===== src/rtl/lamp_pkg.sv =====
// Shared mode encoding and constants for the lamp sequencer and its decoder interface.
package lamp_pkg;

  typedef enum logic [2:0] {
    MODE_OFF    = 3'd0,
    MODE_LEFT   = 3'd1,
    MODE_RIGHT  = 3'd2,
    MODE_BOUNCE = 3'd3,
    MODE_CUSTOM = 3'd4
  } mode_t;

  localparam logic [3:0] SEL_CFG       = 4'h8;
  localparam logic [2:0] POS_MIN       = 3'd0;
  localparam logic [2:0] POS_MAX       = 3'd7;
  localparam logic [7:0] RESET_PATTERN = 8'h01;

  // Button order: OFF -> LEFT -> RIGHT -> BOUNCE -> CUSTOM -> OFF.
  function automatic mode_t advance_mode(input mode_t m);
    if (m == MODE_CUSTOM) return MODE_OFF;
    return mode_t'(m + 3'd1);
  endfunction

endpackage


===== src/rtl/lamp_sequencer_if.sv =====
// Control inputs and decoder-facing outputs of the lamp sequencer.
interface lamp_sequencer_if;
  logic       enable;
  logic       mode_next;
  logic       cfg_load;
  logic [7:0] cfg_in;
  logic [3:0] sel;
  logic [7:0] cfg_out;
  logic [2:0] mode;
  logic       step;

  modport master (
    output enable, mode_next, cfg_load, cfg_in,
    input  sel, cfg_out, mode, step
  );

  modport slave (
    input  enable, mode_next, cfg_load, cfg_in,
    output sel, cfg_out, mode, step
  );
endinterface


===== src/rtl/lamp_prescaler.sv =====
// Step-rate prescaler: one tick every TICK_DIV enabled cycles, clearable on mode entry.
module lamp_prescaler #(
  parameter int TICK_DIV = 25_000_000
) (
  input  logic clk,
  input  logic reset,
  input  logic enable,
  input  logic clear,
  output logic tick
);

  localparam int CW = $clog2(TICK_DIV);

  logic [CW-1:0] count_reg;

  assign tick = enable && (count_reg == CW'(TICK_DIV - 1));

  always_ff @(posedge clk) begin
    if (reset) begin
      count_reg <= '0;
    end else if (clear) begin
      count_reg <= '0;
    end else if (enable) begin
      count_reg <= tick ? '0 : count_reg + CW'(1);
    end
  end

endmodule


===== src/rtl/lamp_sequencer.sv =====
// Mode FSM, lamp position/direction and custom-pattern rotation feeding decoder48.
module lamp_sequencer
  import lamp_pkg::*;
#(
  parameter int TICK_DIV = 25_000_000
) (
  input  logic                   clk,
  input  logic                   reset,
  lamp_sequencer_if.slave        bus
);

  mode_t      state_reg, state_next;
  logic [2:0] pos_reg;
  logic       dir_up_reg;
  logic [7:0] pattern_reg;
  logic [7:0] rot_reg;
  logic       prev_reg;
  logic       step_reg;
  logic       tick;
  logic       press;
  logic       custom_load;
  logic       advance;

  // prev_reg resets high so a button held through reset is not a press.
  assign press       = bus.mode_next && !prev_reg;
  assign custom_load = bus.cfg_load && (state_reg == MODE_CUSTOM);
  assign advance     = tick && !press && !custom_load && (state_reg != MODE_OFF);

  lamp_prescaler #(.TICK_DIV(TICK_DIV)) u_prescaler (
    .clk    (clk),
    .reset  (reset),
    .enable (bus.enable),
    .clear  (press),
    .tick   (tick)
  );

  always_ff @(posedge clk) begin
    if (reset) state_reg <= MODE_OFF;
    else       state_reg <= state_next;
  end

  always_comb begin
    state_next = state_reg;
    if (press) state_next = advance_mode(state_reg);
  end

  always_comb begin
    bus.sel     = SEL_CFG;
    bus.cfg_out = 8'h00;
    case (state_reg)
      MODE_LEFT, MODE_RIGHT, MODE_BOUNCE: bus.sel     = {1'b0, pos_reg};
      MODE_CUSTOM:                        bus.cfg_out = rot_reg;
      default: ;
    endcase
    bus.mode = state_reg;
    bus.step = step_reg;
  end

  always_ff @(posedge clk) begin
    if (reset) begin
      pos_reg     <= POS_MIN;
      dir_up_reg  <= 1'b1;
      pattern_reg <= RESET_PATTERN;
      rot_reg     <= RESET_PATTERN;
      prev_reg    <= 1'b1;
      step_reg    <= 1'b0;
    end else begin
      prev_reg <= bus.mode_next;
      step_reg <= advance;
      if (press) begin
        pos_reg    <= (state_next == MODE_RIGHT) ? POS_MAX : POS_MIN;
        dir_up_reg <= 1'b1;
        rot_reg    <= pattern_reg;
      end else begin
        if (bus.cfg_load) begin
          pattern_reg <= bus.cfg_in;
          if (state_reg == MODE_CUSTOM) rot_reg <= bus.cfg_in;
        end
        if (advance) begin
          case (state_reg)
            MODE_LEFT:  pos_reg <= pos_reg + 3'd1;
            MODE_RIGHT: pos_reg <= pos_reg - 3'd1;
            MODE_BOUNCE: begin
              // Flip on arrival at an end so the end value is shown only once.
              if (dir_up_reg) begin
                pos_reg <= pos_reg + 3'd1;
                if (pos_reg == POS_MAX - 3'd1) dir_up_reg <= 1'b0;
              end else begin
                pos_reg <= pos_reg - 3'd1;
                if (pos_reg == POS_MIN + 3'd1) dir_up_reg <= 1'b1;
              end
            end
            MODE_CUSTOM: rot_reg <= {rot_reg[6:0], rot_reg[7]};
            default: ;
          endcase
        end
      end
    end
  end

endmodule


===== src/flat_wrapper.sv =====
// flat-port wrapper written by rule: the top's interface ports become plain ports
module lamp_sequencer_flat import lamp_pkg::*;
#(
  parameter int TICK_DIV = 25_000_000
)
  (clk, reset, bus_enable, bus_mode_next, bus_cfg_load, bus_cfg_in, bus_sel, bus_cfg_out, bus_mode, bus_step);
  lamp_sequencer_if bus_i ();
  input  logic clk;
  input  logic reset;
  input wire logic [$bits(bus_i.enable)-1:0] bus_enable;
  input wire logic [$bits(bus_i.mode_next)-1:0] bus_mode_next;
  input wire logic [$bits(bus_i.cfg_load)-1:0] bus_cfg_load;
  input wire logic [$bits(bus_i.cfg_in)-1:0] bus_cfg_in;
  output wire logic [$bits(bus_i.sel)-1:0] bus_sel;
  output wire logic [$bits(bus_i.cfg_out)-1:0] bus_cfg_out;
  output wire logic [$bits(bus_i.mode)-1:0] bus_mode;
  output wire logic [$bits(bus_i.step)-1:0] bus_step;
  assign bus_i.enable = bus_enable;
  assign bus_i.mode_next = bus_mode_next;
  assign bus_i.cfg_load = bus_cfg_load;
  assign bus_i.cfg_in = bus_cfg_in;
  assign bus_sel = bus_i.sel;
  assign bus_cfg_out = bus_i.cfg_out;
  assign bus_mode = bus_i.mode;
  assign bus_step = bus_i.step;
  lamp_sequencer #(.TICK_DIV(TICK_DIV)) u_core (.clk(clk), .reset(reset), .bus(bus_i));
endmodule

===== config.mk =====
export PLATFORM = sky130hd
export DESIGN_NAME = lamp_sequencer_flat
export DESIGN_NICKNAME = d
export VERILOG_FILES = /design/src/rtl/lamp_pkg.sv /design/src/rtl/lamp_sequencer_if.sv /design/src/rtl/lamp_prescaler.sv /design/src/rtl/lamp_sequencer.sv /design/src/flat_wrapper.sv
export SDC_FILE = /design/constraint.sdc
export NUM_CORES = 1
export LEC_CHECK = 0
export BUFFER_PORTS_ARGS = -buffer_cell sky130_fd_sc_hd__buf_2
export CAP_MARGIN = 20
export CORE_MARGIN = 1
export CORE_UTILIZATION = 35
export DETAILED_ROUTE_END_ITERATION = 7
export PLACE_DENSITY_LB_ADDON = 0.12
export SYNTH_ARGS = -nofsm -noshare
export SYNTH_HDL_FRONTEND = slang
export SYNTH_SLANG_ARGS = --single-unit

===== constraint.sdc =====
create_clock -name clk -period 3 [get_ports clk]
set_input_delay 0.45 -clock clk [delete_from_list [all_inputs] [get_ports clk]]
set_output_delay 0.45 -clock clk [all_outputs]
set_load 0.005 [all_outputs]

==> flow_summary_export.csv, run 1 <==
group,metric,value,unit
finish,final_layout_size_suffix_gt1_share,17.5,%
global_route,grt_pass1_wl,11.3,mm
global_route,grt_busiest_layer,"met2",
route,route.detailed.drc,0,
logic_synthesis,netlist_area,2700,sq um
route,drt_wl_total,6.41,mm
critical_path,required,2550,ps
logic_synthesis,synth_top_area_share,37.1,%
global_route,first_global_vias,2301,
clock_network,clk_latency,310,ps
critical_path,critPathLaunchType,"register",
critical_path,cp-end-kind,"primary output",
route,vias,2368,
logic_synthesis,ys.flop_type,"dfxtp_1",
pwr,p_leak,1.19,nW
placed_design,hpwl,4.45,mm
logic_synthesis,syn-num-nets,353,
status,status,"completed",
route,dr.pass1.iters,4,
logic_synthesis,synth-adder-area-share,4.17,%
global_route,use_met2,27.5,%
logic_synthesis,postSynthAreaPerCell,8.15,sq um
route,wl_per_cell,14.1,um
floorplanning,die_area,8070,sq um
logic_synthesis,syn_inst,331,
logic_synthesis,synth_top_family_by_area,"simple AND/OR/NAND/NOR gates",
timing,hold_violations,0,
timing,drv_slew,0,
logic_synthesis,yosysTopAreaCell,"dfxtp_1",
route,drtIter0Drc,76,
placed_design,placed_cell_area,2920,sq um
placed_design,port_buffers,28,
clock_network,htreeDepth,2,
finish,largest_reg_flops,25,
timing,tns,0,ps
logic_synthesis,muxShareOfSynthArea,0.371,%
logic_synthesis,synth-xor-area-share,8.11,%
timing,fin_crit,2290,ps
clock_network,cts_sinks,50,
route,viasPerCell,5.23,
critical_path,critPathKind,"register to primary output",
finish,final-seq-area,1000,sq um
clock_network,clkTransAtPathRegs,100,ps
finish,area_delta_synth_final,13.4,%
logic_synthesis,yosysWarnings,0,
critical_path,crit_fanout,11,
global_route,grt_max_degree,27,
timing,finalSetupViolCount,0,
route,ant_nets,0,
timing,slew_headroom,52.1,%
floorplanning,core-area,7370,sq um
logic_synthesis,synthSimpleGateAreaFrac,31.8,%
floorplanning,start_util,36.6,%
floorplanning,die_height,89.8,um
critical_path,cp.arrival,1840,ps
timing,skew,11.6,ps
logic_synthesis,synth-edff-count,0,
timing,rsz0062_at_grt,"false",
clock_network,cts_made_buffers,5,
floorplanning,die_w,89.8,um
logic_synthesis,ys_types,44,
pwr,pwr_density_cell,442,nW/um^2
clock_network,clock-root-buffer,"clkbuf_8",
global_route,gr-usage-met3,2.96,%
pwr,ir_drop,0.000221,V
floorplanning,io_pins,29,
clock_network,tritoncts,"built",
finish,diodes,0,
timing,tightestPinTransition,716,ps
run,drv_cap,0,
global_route,antenna_found_initial,0,
global_route,gr-usage-met1,23.5,%
logic_synthesis,synthTopCellsByArea,"dfxtp_1, xor2_1, nor2_1",
clock_network,clk_path_buf_depth,2,
logic_synthesis,synth_compound_area_share,13.8,%
logic_synthesis,yosysMostFrequentCell,"dfxtp_1",
timing,fin_crit_sh,76.2,%
clock_network,ctsResizeCount,0,
logic_synthesis,synthTopCellsByCount,"dfxtp_1, nor2_1, nand2_1",
finish,fin_area,3060,sq um
clock_network,hold_buffers,0,
finish,multi_input_area,1570,sq um
timing,fmax,438,MHz
global_route,grt_use_total,17.0,%
logic_synthesis,ys_async_sr_fraction,0,%
logic_synthesis,ys_seq_area_share,37.1,%
floorplanning,num_rows,31,
finish,nFillCells,765,
clock_network,post_cts_buffers,0,
logic_synthesis,ys_ff_latch,50,
finish,nets,375,
hold_path,hold_class,"input port to register",
placed_design,gp_congestion,0.755,
global_route,grt_overflow,0,
metal layers:
layer | wire length (um) | share of wire (%)
met1 | 3330 | 52
met3 | 144 | 2.2
met5 | 0 | 0
met2 | 2880 | 45
met4 | 48 | 0.75
cell type report:
class	instances	area share (%)
tap	99	4.05
clock buffer	5	2.25
timing repair buffer	35	6.29
multi-input combinational	252	51.4
clock inverter	3	2.25
inverter	9	1.10
sequential	50	32.7
placed cells by master (no fill, tap or decap), types with 11 or more instances in the layout:
cell type,n
nand4_1,20
nand3_1,21
a21oi_1,23
nor2_1,39
nand2_1,29
dfxtp_1,50
xor2_1,20
buf_2,28
and3_1,11
per-stage QoR:
stage / util [%] / hold WS (ps) / total power [W] / setup WS [ps] / std cells
floorplan: - / 425 / 0.000763 / 828 / 331
global placement: 39.7 / 441 / 0.000791 / 769 / 445
detailed placement: 39.7 / 448 / 0.000792 / 746 / 445
CTS: 41.5 / 337 / 0.00137 / 724 / 453
global route: 41.5 / 339 / 0.00141 / 580 / 453
finish: 41.5 / 345 / 0.00135 / 715 / 453
power by group:
part,internal (W),switching [W]
Clock,0.000334,0.000245
Sequential,0.000677,0.0000112
Combinational,0.0000342,0.0000536
worst max-delay path: stages, from the launching register on:
cell	delay, ps
dfxtp_1	370
inv_1	110
ha_1	360
nand2_1	340
nor2_1	210
buf_2	140
cell families after synthesis:
family,Yosys count
and+or+nand+nor,159
xor gates and xnor gates,25
adders and majority gates,9
DFF,50
buffers and inverters,29
muxes,1
AOI/OAI and AO/OA,58
final timing paths:
| check | start | end | slack, ps | cells after the start |
|---|---|---|---|---|
| setup reg to reg | u_core.u_prescaler.count_reg[7] | u_core.dir_up_reg | 730 | 5 |
| hold / removal | bus_mode_next | u_core.prev_reg | 340 | 2 |
| setup / recovery | u_core.bus.mode[0] | bus_cfg_out[7] | 710 | 5 |
| hold reg to reg | u_core.pattern_reg[3] | u_core.pattern_reg[3] | 460 | 2 |
Note: power is estimated with default switching activity, not from simulation.
==> run 2: changes to the inputs <==
==> constraint.sdc (replaced) <==
create_clock -name clk -period 2.3 [get_ports clk]
set_input_delay 0.345 -clock clk [delete_from_list [all_inputs] [get_ports clk]]
set_output_delay 0.345 -clock clk [all_outputs]
set_load 0.005 [all_outputs]
==> run 2 against run 1 <==
  * Critical path depth unchanged
  * Largest cell class unchanged
  * Largest power group unchanged
  * First-iteration DRC count up 50%
  * Critical endpoint is now u_core.dir_up_reg
  * Cell count rose by 1.3%
  * Clock-buffer cell count grew 2
  * Clock power is 14% lower
  * Die area did not move
==> flow_summary_export.csv, run 2 (same netlist as run 1, synthesis figures left out) <==
group,metric,value,unit
status,status,"completed",
critical_path,crit_fanout,3,
critical_path,critPathLaunchType,"register",
critical_path,cp_slowest_cell,"or4_4",
timing,hold_violations,0,
clock_network,clkTransAtPathRegs,90,ps
finish,final_common_cell,"dfxtp_1",
critical_path,required,2490,ps
route,vias,2425,
finish,nets,382,
clock_network,clk_path_buf_depth,2,
critical_path,critPathKind,"register to register",
finish,nFillCells,783,
floorplanning,die_height,89.8,um
global_route,antenna_found_initial,0,
timing,drv_slew,0,
finish,diodes,0,
finish,fin_area,3060,sq um
global_route,grt_pass1_wl,10.8,mm
pwr,p_leak,1.19,nW
clock_network,tritoncts,"built",
timing,tns,0,ps
clock_network,cts_sinks,50,
timing,fmax,466,MHz
floorplanning,core-area,7370,sq um
critical_path,crit_path_cell_trace,"or4_4 > or4_4 > nor3_4 > nand4_1 > a221o_1",
floorplanning,start_util,36.6,%
pwr,clockPowerShare,33.0,%
route,route.detailed.drc,0,
global_route,first_global_vias,2162,
pwr,power.switching,0.000374,W
timing,skew,3.87,ps
placed_design,hpwl,4.42,mm
pwr,pwr_density_cell,496,nW/um^2
timing,tightestPinTransition,536,ps
floorplanning,num_rows,31,
critical_path,startpoint,"u_core.u_prescaler.count_reg[6]",
placed_design,place_ws,105,ps
floorplanning,die_w,89.8,um
timing,fin_crit,2150,ps
timing,finalSetupViolCount,0,
finish,final_layout_size_suffix_gt1_share,18.6,%
finish,largest_reg_flops,25,
pwr,ir_drop,0.000191,V
pwr,p_int,0.00114,W
critical_path,critPathBufInv,0,
route,drtIter0Drc,114,
timing,finalWorstSetupSlack,153,ps
finish,fin_util,41.5,%
placed_design,port_buffers,28,
critical_path,slowest_delay,550,ps
route,wl_per_cell,14.1,um
finish,area_delta_synth_final,13.2,%
critical_path,path_delay_family,"simple AND/OR/NAND/NOR gates",
pwr,switching_share,24.7,%
floorplanning,io_pins,29,
critical_path,path_common_cell,"or4_4",
route,viasPerCell,5.28,
placed_design,placed_cell_area,2980,sq um
route,dr.pass1.iters,4,
floorplanning,die_area,8070,sq um
hold_path,holdCritStartpoint,"bus_mode_next",
timing,slew_headroom,64.2,%
hold_path,hold_class,"input port to register",
critical_path,cp-end-kind,"register",
route,drt_wl_total,6.46,mm
clock_network,hold_buffers,0,
clock_network,clk_latency,300,ps
global_route,grt_overflow,0,
route,ant_nets,0,
pwr,seq_power_share,59.2,%
clock_network,htreeDepth,2,
critical_path,cp.arrival,2340,ps
global_route,grt_max_degree,24,
finish,most-common-layout-cells,"dfxtp_1, nor2_1, nand2_1, buf_2, a21oi_1",
clock_network,cts_made_buffers,5,
pwr,power_frac_comb,7.8,%
timing,fin_crit_sh,93.4,%
timing,rsz0062_at_grt,"false",
global_route,grt_use_total,16.4,%
clock_network,clock-root-buffer,"clkbuf_8",
placed_design,gp_congestion,0.793,
run,drv_cap,0,
critical_path,r2r_start,"u_core.u_prescaler.count_reg[6]",
[run 2: power by group through the flow]
stage | sequential (W) | combinational, W | clock, W
global placement | 0.000918 | 0.000119 | 0
detailed placement | 0.000917 | 0.000118 | 0
finish | 0.000897 | 0.000118 | 0.000499
CTS | 0.000897 | 0.000119 | 0.000520
global route | 0.000901 | 0.000132 | 0.000552
floorplan | 0.000914 | 0.0000819 | 0
[run 2: through the flow]
stage                     power (W)  hold WS (ps)  cells
final                       0.00151           248    459
after global routing        0.00159           250    459
after CTS                   0.00154           243    459
after detailed placement    0.00103           447    452
after global placement      0.00104           440    452
after floorplan            0.000996           425    331
[run 2: path summary, 6_finish.rpt]
| path | to | slack [ps] | cells past startpoint |
|---|---|---|---|
| setup / recovery | u_core.dir_up_reg | 150 | 5 |
| hold / removal | u_core.prev_reg | 250 | 2 |
| hold reg to reg | u_core.pattern_reg[2] | 470 | 2 |
| setup reg to reg | u_core.dir_up_reg | 150 | 5 |
[run 2: routing by layer]
metal  routed length (um)  vias to the layer above  GRT usage (%)
met1                 3400                     1139           23.4
li1                     -                     1231              -
met5                    0                        -              0
met2                 2790                       49           25.1
met3                  199                        6           2.96
met4                   71                        0           4.51
[run 2: area by class of cell]
type | count | area [sq um] | share of cell area [%]
multi-input cells | 252 | 1580 | 51.6
flip-flops and latches | 50 | 1000 | 32.8
repair buffers | 42 | 245 | 8.03
well taps | 99 | 124 | 4.05
clock buffers | 7 | 76.3 | 2.50
inverters | 9 | 33.8 | 1.11
[run 2: repair_timing]
item	4_1_cts	5_1_grt
buffers inserted	0	0
setup endpoints to repair	0	2
resized for setup	0	1
hold endpoints to repair	0	0
